### src/rtl/shift_seq_ctrl.sv
// Multi-cycle shift sequencer driving an external shift_reg: it loads the operand,
// then issues one 1-bit shift per cycle and returns the shift_reg output as the result.
module shift_seq_ctrl #(
    parameter int W     = 4,
    parameter int AMT_W = 2
) (
    input  logic             clk,
    input  logic             reset,
    input  logic             in_valid,
    output logic             in_ready,
    input  logic [W-1:0]     in_data,
    input  logic [1:0]       in_op,
    input  logic [AMT_W-1:0] in_amt,
    output logic             out_valid,
    input  logic             out_ready,
    output logic [W-1:0]     out_data,
    output logic             busy,
    output logic             sr_parallel,
    output logic             sr_right,
    output logic [W-1:0]     sr_data,
    output logic             sr_R,
    output logic             sr_L,
    input  logic [W-1:0]     sr_q,
    output logic [1:0]       dbg_state
);

    // Handshakes: a transfer happens on a rising edge where valid and ready are both 1;
    // the producer holds valid and its payload stable until that edge.

    typedef enum logic [1:0] {
        IDLE  = 2'd0,
        LOAD  = 2'd1,
        SHIFT = 2'd2,
        DONE  = 2'd3
    } state_t;

    localparam logic [1:0] OP_LSL = 2'b00;
    localparam logic [1:0] OP_ASR = 2'b10;
    localparam logic [1:0] OP_ROR = 2'b11;

    state_t           state;
    logic [AMT_W-1:0] cnt;
    logic [AMT_W-1:0] amt_q;
    logic [1:0]       op_q;
    logic [W-1:0]     data_q;

    always_ff @(posedge clk or negedge reset) begin
        if (!reset) begin
            state       <= IDLE;
            cnt         <= '0;
            amt_q       <= '0;
            op_q        <= '0;
            data_q      <= '0;
            in_ready    <= 1'b1;
            out_valid   <= 1'b0;
            busy        <= 1'b0;
            sr_parallel <= 1'b1;
            sr_right    <= 1'b0;
        end else begin
            case (state)
                IDLE: begin
                    if (in_valid) begin
                        data_q   <= in_data;
                        op_q     <= in_op;
                        amt_q    <= in_amt;
                        in_ready <= 1'b0;
                        busy     <= 1'b1;
                        state    <= LOAD;
                    end
                end
                LOAD: begin
                    cnt <= amt_q;
                    if (amt_q == '0) begin
                        out_valid <= 1'b1;
                        state     <= DONE;
                    end else begin
                        sr_parallel <= 1'b0;
                        sr_right    <= (op_q != OP_LSL);
                        state       <= SHIFT;
                    end
                end
                SHIFT: begin
                    cnt <= cnt - 1'b1;
                    if (cnt == 1) begin
                        sr_parallel <= 1'b1;
                        sr_right    <= 1'b0;
                        out_valid   <= 1'b1;
                        state       <= DONE;
                    end
                end
                DONE: begin
                    if (out_ready) begin
                        out_valid <= 1'b0;
                        in_ready  <= 1'b1;
                        busy      <= 1'b0;
                        state     <= IDLE;
                    end
                end
                default: state <= IDLE;
            endcase
        end
    end

    // Outside LOAD, feeding sr_q back keeps shift_reg holding (its data is ignored while shifting).
    assign sr_data   = (state == LOAD) ? data_q : sr_q;
    assign out_data  = sr_q;
    assign sr_R      = 1'b0;
    assign dbg_state = state;

    always_comb begin
        sr_L = 1'b0;
        if (state == SHIFT) begin
            case (op_q)
                OP_ASR:  sr_L = sr_q[W-1];
                OP_ROR:  sr_L = sr_q[0];
                default: sr_L = 1'b0;
            endcase
        end
    end

endmodule

### config.mk
export PLATFORM = sky130hd
export DESIGN_NAME = shift_seq_ctrl
export DESIGN_NICKNAME = d
export VERILOG_FILES = /design/src/rtl/shift_seq_ctrl.sv
export SDC_FILE = /design/constraint.sdc
export NUM_CORES = 1
export LEC_CHECK = 0
export ABC_AREA = 1
export BUFFER_PORTS_ARGS = -buffer_cell sky130_fd_sc_hd__buf_2
export CORE_UTILIZATION = 48
export DETAILED_ROUTE_END_ITERATION = 6
export PLACE_DENSITY = 0.87
export REMOVE_ABC_BUFFERS = 1
export SLEW_MARGIN = 0
export SYNTH_ARGS = -nofsm -noshare
export SYNTH_HDL_FRONTEND = slang
export SYNTH_SLANG_ARGS = --single-unit
### constraint.sdc
create_clock -name clk -period 1.5 [get_ports clk]
set_input_delay 0 -clock clk [delete_from_list [all_inputs] [get_ports clk]]
set_output_delay 0 -clock clk [all_outputs]
set_load 0.05 [all_outputs]
==> results.md, run 1 <==
* Initial core utilization at 53.2%
* IO buf count at 31
* Cells after Synth at 101
* DR WL/cell at 14.3 um
* Seq. cell area at 430 um2
* Peak Freq at 672 MHz
* Tmin final at 1.49 ns
* Vias per std cell at 5.01
* Clock sink total at 17
* Final WL at 2.40 mm
* CP Launch Type: flop
* Post-synth top area share at 39.6%
* DRT antenna net count at 0
* Post-DP Area at 0.00110 mm2
* Share of post-route cells with drive strength above 1 at 44.1%
* Row Count at 15
* Critical Path End Type: output port
* Core footprint at 0.00178 mm2
* First-pass GRT wire length at 3.51 mm
* Residual DRC at 0
* RSZ-0062 raised after global routing: true
* Met2 WL post-DR at 1.30 mm
* Pre-CTS setup slack at 0.0102 ns
* Max IR drop VDD at 1300 uV
* Drt first pass iters at 4
* Slowest cell on the critical path: dfrtp_2
* Initial drt markers at 8
* Vias at 842
* Detail Route met3 WL at 69 um
* Seq/Total Area, Yosys at 45.1%
* Max Used Layer: met4
* Gr ovfl total at 0
* Worst Hold Class: input pin to flop
* Final nets at 167
* Post-route setup slack at 0.0115 ns
* CP cell instances: inv_4 > ha_4 > o211ai_1 > a21oi_1 > buf_4
* FILL cells at 128
* Max incr delay on CP at 0.47 ns
* Cell variety after synth at 20
* Synth Register Bits at 17
* # setup viols final at 0
* Clock root buffer: clkbuf_4
* Arr. time, crit path at 1.49 ns
* CTS max path bufs at 2
* Max-cap violations at 0
* Via count of the first global-routing pass at 782
* CP max FO at 4
* LEAKAGE at 0.671 nW
* Num CTS Buffers at 3
* Max-slew violations at 0
* Io pins at 33
* Worst-Skew Late Latency at 0.29 ns
* Hold_ws at 0.0726 ns
* Final instance area at 0.00133 mm2
* Pwr dens at 2430 mW/mm2
* Synth area leaders: dfrtp_1, mux2_2, ha_1, nand2_1, dfstp_2
* Die area at 0.00216 mm2
* Final Skew at 0.00467 ns
* Post-DP HPWL at 1.42 mm
* Initial antenna violation count at 0
* CTS H-Tree Depth at 1
* Ys Warns at 0
* CTS tree: built
* Critical path class: flop to output port
* Synth Cell Area at 948 um2
* Syn_area_per_cell at 9.39 um2
* GPL Wtd Cong at 0.852
* Total GRT Usage at 23.4%
* Top delay family on crit path: flip-flops
* Largest net degree at the start of global routing at 18
* Status: completed
* Wire length on met1 at 999 um
* TNS Setup at 0 ns
* Critical Path RT at 1.50 ns
* Footprint of the multi-input gates at 489 um2
* Crit path buf inv count at 2
* Area Growth Syn to Fin at 40.0%
* Die Y-Extent at 46.5 um
* Final critical-path share of the clock period at 99.2%
* Fin. Hold Viols at 0
* Cell taking the most area after synthesis: dfrtp_1
* Clock slew at reported path FFs at 0.10 ns
* Antenna cell count at 0
* Die width at 46.5 um
## synth_stat cells
cell type,instances
nand3_2,1
o22ai_1,1
o21ai_1,2
or2_2,1
inv_2,1
inv_1,12
mux2_2,10
conb_1,1
dfstp_2,2
a21oi_1,2
buf_4,5
o211ai_1,2
nand2_4,1
nand2_1,21
o21ai_0,9
ha_1,7
nand4_1,1
nand3_1,4
dfrtp_1,15
nor2_1,3
## cell usage in the layout, fill, tap and decap left out, drive strengths merged
master,count
o211ai,2
inv,13
dfstp,2
mux2,10
or2,1
ha,7
o21ai,11
dfrtp,15
dlygate4sd3,9
nand2,22
clkbuf,5
o22ai,1
nor2,3
buf,33
nand4,1
conb,1
a21oi,2
nand3,5
## cells by family (layout without fill, tap and decap cells)
family                   count (synthesis)  count (layout)  synth area share (%)
AO/OA/AOI/OAI                           16              16                  9.10
flip-flops                              17              17                  45.1
multiplexers                            10              10                  11.9
other                                    1               1                 0.395
buffers and inverters                   18              60                  9.10
adder cells (fa/ha/maj)                  7               7                  9.23
AND/OR/NAND/NOR                         32              32                  15.2
## routing by layer
metal / vias up / GRT usage [%]
li1: 412 / -
met1: 400 / 30.3
met4: 0 / 5.29
met5: - / 0
met2: 26 / 39.4
met3: 4 / 5.10
## per-stage QoR
stage | util [%] | power, W | cells
floorplan | - | 0.00219 | 96
global placement | 61.5 | 0.00251 | 152
global route | 74.5 | 0.00347 | 168
finish | 74.5 | 0.00322 | 168
CTS | 71.4 | 0.00301 | 167
detailed placement | 61.5 | 0.00258 | 152
## registers in the layout (all words and copies together), names as in the netlist
| register | cells |
|---|---|
| amt_q | 2 |
| busy | 1 |
| cnt | 2 |
| data_q | 4 |
| dbg_state | 2 |
| in_ready | 1 |
| op_q | 2 |
| out_valid | 1 |
| sr_parallel | 1 |
| sr_right | 1 |
## report_power, final
part	switching, W	internal [W]	leakage (nW)
registers	0.000188	0.000710	0.197
logic	0.00130	0.000765	0.459
clock network	0.000151	0.000104	0.0150
## layout make-up
class	count	share of cell area (%)
clock buffer	4	1.98
inverter	13	4.05
multi-input combinational	66	36.9
sequential	17	32.4
tap	25	2.36
timing repair buffer	43	22.3
## tightest hold or removal path: cells and delay by family
kind,cells,cell delay (ns)
buffers and inverters,1,0.13
AND/OR/NAND/NOR,1,0.12
AO/OA/AOI/OAI,1,0.08
## path summary, 6_finish.rpt
| check | startpoint | endpoint | slack, ns | cells past startpoint |
|---|---|---|---|---|
| worst max-delay path | dbg_state[0] | sr_L | 0.01 | 5 |
| worst min-delay path | in_valid | busy | 0.07 | 3 |
| worst max register to register | dbg_state[0] | op_q[1] | 0.09 | 4 |
| worst min register to register | out_valid | out_valid | 0.48 | 2 |
| max in group asynchronous | reset | in_ready | 1.04 | 2 |
| min in group asynchronous | reset | sr_right | 0.15 | 2 |
## repair_timing
item,CTS,global route
endpoints found under the setup margin,5,8
pin swaps,0,1
gates cloned,0,0
hold buffers,9,0
resized for setup,14,13
buffers inserted,2,1
hold endpoints to repair,25,0
(Power assumes the default switching activity.)
==> run 2: changes to the inputs <==
--- a/config.mk
+++ b/config.mk
@@ -9,6 +9,7 @@
 export BUFFER_PORTS_ARGS = -buffer_cell sky130_fd_sc_hd__buf_2
 export CORE_UTILIZATION = 48
 export DETAILED_ROUTE_END_ITERATION = 6
+export MAX_ROUTING_LAYER = met4
 export PLACE_DENSITY = 0.87
 export REMOVE_ABC_BUFFERS = 1
 export SLEW_MARGIN = 0
==> run 2 against run 1 <==
Compared with the run above: wire length shrank 0.17%; hold slack gained 0.0018 ns; clock skew is essentially flat; first-iteration DRC count grew 50%; die area is the same; total power is essentially flat; register-to-register slack is essentially flat.
==> results.md, run 2 (synthesis results as in run 1) <==
* Io pins at 33 (unchanged)
* Num CTS Buffers at 3 (unchanged)
* Post-DP HPWL at 1.42 mm (unchanged)
* Pre-CTS setup slack at 0.0102 ns (unchanged)
* Final critical-path share of the clock period at 99.5% (+0.22 points)
* Most frequent cells in the layout: buf_2, nand2_1, dfrtp_1
* Status: completed
* Seq. cell area at 430 um2 (unchanged)
* Largest reg by FF count: data_q
* Gr ovfl total at 0 (unchanged)
* Drt first pass iters at 4 (unchanged)
* Largest net degree at the start of global routing at 18 (unchanged)
* Max-cap violations at 0 (unchanged)
* Final instance area at 0.00133 mm2 (unchanged)
* Peak Freq at 670 MHz (-0.23%)
* CP max FO at 4 (unchanged)
* Max reg flops at 4 (unchanged)
* Vias at 840 (-0.24%)
* Initial drt markers at 12 (+4)
* Critical Path RT at 1.50 ns (about the same)
* Cell Count, Final, Fillers Out at 168 (unchanged)
* First-pass GRT wire length at 3.52 mm (+0.40%)
* Residual DRC at 0 (unchanged)
* Via count of the first global-routing pass at 779 (-0.38%)
* CTS H-Tree Depth at 1 (unchanged)
* CP Launch Type: flop
* Pwr dens at 2430 mW/mm2 (about the same)
* DR WL/cell at 14.2 um (-0.17%)
* Critical path class: flop to output port
* Fin. Hold Viols at 0 (unchanged)
* Final WL at 2.39 mm (-0.17%)
* Final nets at 167 (unchanged)
* RSZ-0062 raised after global routing: true
* Initial core utilization at 53.2% (unchanged)
* FILL cells at 128 (unchanged)
* Vias per std cell at 5.00 (-0.24%)
* Clock slew at reported path FFs at 0.10 ns (about the same)
* Worst Hold Class: input pin to flop
* Die width at 46.5 um (unchanged)
* Total GRT Usage at 24.2% (+0.77 points)
* GPL Wtd Cong at 0.866 (+1.6%)
* LEAKAGE at 0.671 nW (unchanged)
* Tmin final at 1.49 ns (+0.00337 ns)
* Area Growth Syn to Fin at 40.0% (unchanged)
* Commonest non-fill, non-tap cell in the layout: buf_2
* Row Count at 15 (unchanged)
* CTS tree: built
* CTS max path bufs at 2 (unchanged)
* Post-DP Area at 0.00110 mm2 (unchanged)
* Die area at 0.00216 mm2 (unchanged)
* Worst R2R Setup Slack at 0.08 ns (about the same)
* Clock sink total at 17 (unchanged)
* Die Y-Extent at 46.5 um (unchanged)
* IO buf count at 31 (unchanged)
* Post-route setup slack at 0.00812 ns (-0.00337 ns)
* Critical Path End Type: output port
* # setup viols final at 0 (unchanged)
* DRT antenna net count at 0 (unchanged)
* Core footprint at 0.00178 mm2 (unchanged)
* Clock root buffer: clkbuf_4
* Max IR drop VDD at 1300 uV (-0.15%)
* Footprint of the multi-input gates at 489 um2 (unchanged)
* Initial antenna violation count at 0 (unchanged)
* Worst-Skew Late Latency at 0.29 ns (about the same)
* Antenna cell count at 0 (unchanged)
* Final Skew at 0.00511 ns (+0.000442 ns)
* Cells after DPL at 152 (unchanged)
* Share of post-route cells with drive strength above 1 at 44.1% (unchanged)
* Final Util at 74.5% (unchanged)
* Arr. time, crit path at 1.49 ns (about the same)
* Max-slew violations at 0 (unchanged)
==> run 2: worst paths after layout <==
kind / from / cells after the start / endpoint
worst min register to register: out_valid / 2 / out_valid
worst min-delay path: in_valid / 3 / busy
min in group asynchronous: reset / 2 / sr_right
worst max-delay path: dbg_state[0] / 5 / sr_L
max in group asynchronous: reset / 2 / in_ready
worst max register to register: dbg_state[0] / 4 / op_q[1]
==> run 2: metal layers <==
metal | GRT usage, % | share of wire [%] | vias up
met3 | 5.10 | 3.0 | 4
met4 | 5.29 | 1.1 | 0
li1 | - | - | 410
met1 | 30.6 | 42 | 400
met2 | 39.4 | 54 | 26
met5 | - | 0 | -
==> run 2: layout make-up <==
type | instances | share of cell area (%)
Multi-Input combinational cell | 66 | 36.9
Sequential cell | 17 | 32.4
Timing Repair Buffer | 43 | 22.3
Inverter | 13 | 4.05
Tap cell | 25 | 2.36
Clock buffer | 4 | 1.98
==> run 2: what timing repair did <==
| item | in CTS | in global routing |
|---|---|---|
| endpoints found under the setup margin | 5 | 8 |
| setup buffers | 2 | 1 |
| hold endpoints to repair | 25 | 0 |
| pin swaps | 0 | 1 |
| hold buffers | 9 | 0 |
| resized for setup | 14 | 13 |
| cloned | 0 | 0 |
==> run 2: through the flow <==
step	setup TNS, ns	power, W	hold slack [ns]
6_report	0	0.00322	0.0744
5_1_grt	-0.123	0.00347	0.0798
4_1_cts	0	0.00301	0.0833
3_5_place_dp	0	0.00258	-0.0645
3_3_place_gp	0	0.00251	-0.0617
2_1_floorplan	-4.25	0.00219	-0.296
==> run 2: where the power goes <==
part           internal (W)  total, W  switching [W]  leakage [nW]
Sequential         0.000710  0.000899       0.000189         0.197
Combinational      0.000766   0.00207        0.00130         0.459
Clock              0.000103  0.000252       0.000149        0.0150
Total               0.00158   0.00322        0.00164         0.671
==> run 2: critical path, cell delays in order (launching register included) <==
cell,delay [ns]
dfrtp_2,0.47
inv_4,0.10
ha_4,0.16
o211ai_1,0.10
a21oi_1,0.15
buf_4,0.22
==> run 3: changes to the inputs <==
--- a/config.mk
+++ b/config.mk
@@ -7,10 +7,10 @@
 export LEC_CHECK = 0
 export ABC_AREA = 1
 export BUFFER_PORTS_ARGS = -buffer_cell sky130_fd_sc_hd__buf_2
-export CORE_UTILIZATION = 48
+export CORE_UTILIZATION = 40
 export DETAILED_ROUTE_END_ITERATION = 6
 export MAX_ROUTING_LAYER = met4
-export PLACE_DENSITY = 0.87
+export PLACE_DENSITY = 0.76
 export REMOVE_ABC_BUFFERS = 1
 export SLEW_MARGIN = 0
 export SYNTH_ARGS = -nofsm -noshare
==> run 3 against run 2 <==
Compared with the run above: clock skew decreased by 0.0031 ns; clock-buffer cell count decreased by 1; sequential power decreased by 5.7%; utilization decreased by 15 points; sequential cell count unchanged; first-iteration DRC count decreased by 50%; via count decreased by 2.6%; the flow now finishes with violations (setup timing); setup slack got worse by 0.010 ns; critical path type unchanged.
==> results.md, run 3 (synthesis results as in run 1) <==
* Max-slew violations at 0 (unchanged)
* Largest net degree at the start of global routing at 18 (unchanged)
* Via count of the first global-routing pass at 784 (+0.64%)
* Initial drt markers at 6 (-6)
* Reg2reg start: dbg_state[0]
* TNS Setup at -0.00233 ns (-0.00233 ns)
* Critical Path RT at 1.50 ns (about the same)
* Worst-Skew Late Latency at 0.28 ns (about the same)
* Final instance area at 0.00133 mm2 (about the same)
* Clock sink total at 17 (unchanged)
* Clock root buffer: clkbuf_4
* Total GRT Usage at 17.7% (-6.5 points)
* Gr ovfl total at 0 (unchanged)
* Max-cap violations at 0 (unchanged)
* Pwr dens at 2350 mW/mm2 (-2.9%)
* CTS H-Tree Depth at 1 (unchanged)
* Critical path class: flop to output port
* DR WL/cell at 11.5 um (-19%)
* Slowest cell on the critical path: dfrtp_1
* Core footprint at 0.00223 mm2 (+25%)
* CP cell instances: buf_6 > ha_4 > mux2_4 > buf_8
* Post-DP HPWL at 1.39 mm (-2.1%)
* Die area at 0.00257 mm2 (+19%)
* Max IR drop VDD at 1710 uV (+31%)
* Commonest non-fill, non-tap cell in the layout: buf_2
* Row Count at 17 (+2)
* Clock slew at reported path FFs at 0.10 ns (about the same)
* Io pins at 33 (unchanged)
* DRT antenna net count at 0 (unchanged)
* Final Util at 59.5% (-15 points)
* Final nets at 169 (+1.2%)
* RSZ-0062 raised after global routing: true
* CTS tree: built
* Drt first pass iters at 3 (-1)
* Post-route setup slack at -0.00233 ns (-0.0104 ns)
* Final Skew at 0.00203 ns (-0.00308 ns)
* LEAKAGE at 0.685 nW (+2.0%)
* Vias per std cell at 4.73 (-5.4%)
* FILL cells at 201 (+57%)
* Initial antenna violation count at 0 (unchanged)
* IO buf count at 31 (unchanged)
* CP Launch Type: flop
* Die width at 50.7 um (+9.1%)
* Peak Freq at 666 MHz (-0.70%)
* Vias at 818 (-2.6%)
* Area Growth Syn to Fin at 40.1% (about the same)
* Max reg flops at 4 (unchanged)
* Tmin final at 1.50 ns (+0.0104 ns)
* Final critical-path share of the clock period at 100% (+0.70 points)
* Arr. time, crit path at 1.50 ns (about the same)
* CP max FO at 5 (+1)
* Hold_sp: in_valid
* # setup viols final at 1 (+1)
* Post-DP Area at 0.00111 mm2 (+1.0%)
* Share of post-route cells with drive strength above 1 at 42.8% (-1.3 points)
* Critical Path End Type: output port
* Violated checks: setup timing
* CTS max path bufs at 2 (unchanged)
* Num CTS Buffers at 3 (unchanged)
* Pre-CTS setup slack at 0.0978 ns (+0.0876 ns)
* Max incr delay on CP at 0.43 ns (-0.04 ns)
* Initial core utilization at 42.5% (-11 points)
* Hold_ws at 0.0678 ns (-0.00659 ns)
* Final WL at 1.99 mm (-17%)
* Residual DRC at 0 (unchanged)
* Status: finished with violations
* Largest reg by FF count: data_q
* Fin. Hold Viols at 0 (unchanged)
* Die Y-Extent at 50.7 um (+9.1%)
* Worst Hold Class: input pin to flop
* First-pass GRT wire length at 3.26 mm (-7.3%)
* Worst Setup SP: dbg_state[0]
* Antenna cell count at 0 (unchanged)
* GPL Wtd Cong at 0.904 (+4.4%)
* Most frequent cells in the layout: buf_2, nand2_1, dfrtp_1
==> run 3: cell count changes in the layout (fill, tap and decap cells not counted), sizes merged <==
| cell | previous run | this run |
|---|---|---|
| clkbuf | 5 | 3 |
| buf | 33 | 36 |
| clkinv | 0 | 1 |
==> run 3: timing repair <==
item / 4_1_cts / 5_1_grt
gates resized for setup: 10 / 11
hold endpoints to repair: 25 / 0
buffers inserted: 3 / 1
pin swaps: 0 / 2
setup endpoints to repair: 5 / 7
hold buffers: 9 / 0
==> run 3: stage by stage <==
step                cells  power [W]
floorplan              96    0.00219
global placement      156    0.00254
detailed placement    156    0.00260
CTS                   172    0.00301
global route          173    0.00339
finish                173    0.00313
==> run 3: critical path: cells and delay by family (launching register included) <==
family,cells,cell delay [ns]
adder cells (fa/ha/maj),1,0.18
buffers and inverters,2,0.30
flip-flops,1,0.43
multiplexers,1,0.31
==> run 3: worst paths after layout <==
path / to / slack, ns / cells past startpoint
min in group asynchronous: op_q[0] / 0.15 / 2
setup / recovery: sr_data[1] / -0.002 / 4
max in group asynchronous: in_ready / 1.03 / 2
hold reg to reg: sr_parallel / 0.48 / 2
hold / removal: busy / 0.07 / 3
setup reg to reg: in_ready / 0.11 / 6
==> run 3: metal layers <==
metal	vias up	part of all wire, %	track usage [%]
met5	-	0	-
met4	0	1.0	6.94
met3	2	4.2	2.73
met2	26	50	30.9
met1	377	45	20.2
li1	413	-	-
==> run 3: area by class of cell <==
class                   instances  area [um2]  area share [%]
multi-input cells              66         472            35.5
inverters                      13        48.8            3.67
repair buffers                 45         318            23.9
clock buffers                   3        22.5            1.69
clock inverters                 1        5.00           0.377
flip-flops and latches         17         428            32.2
well taps                      28        35.0            2.64
==> run 3: where the power goes <==
group	leakage, nW	switching, W	total, W	internal [W]
registers	0.200	0.000144	0.000848	0.000705
clock network	0.0177	0.000142	0.000241	0.0000990
logic	0.467	0.00125	0.00204	0.000785
total	0.685	0.00154	0.00313	0.00159
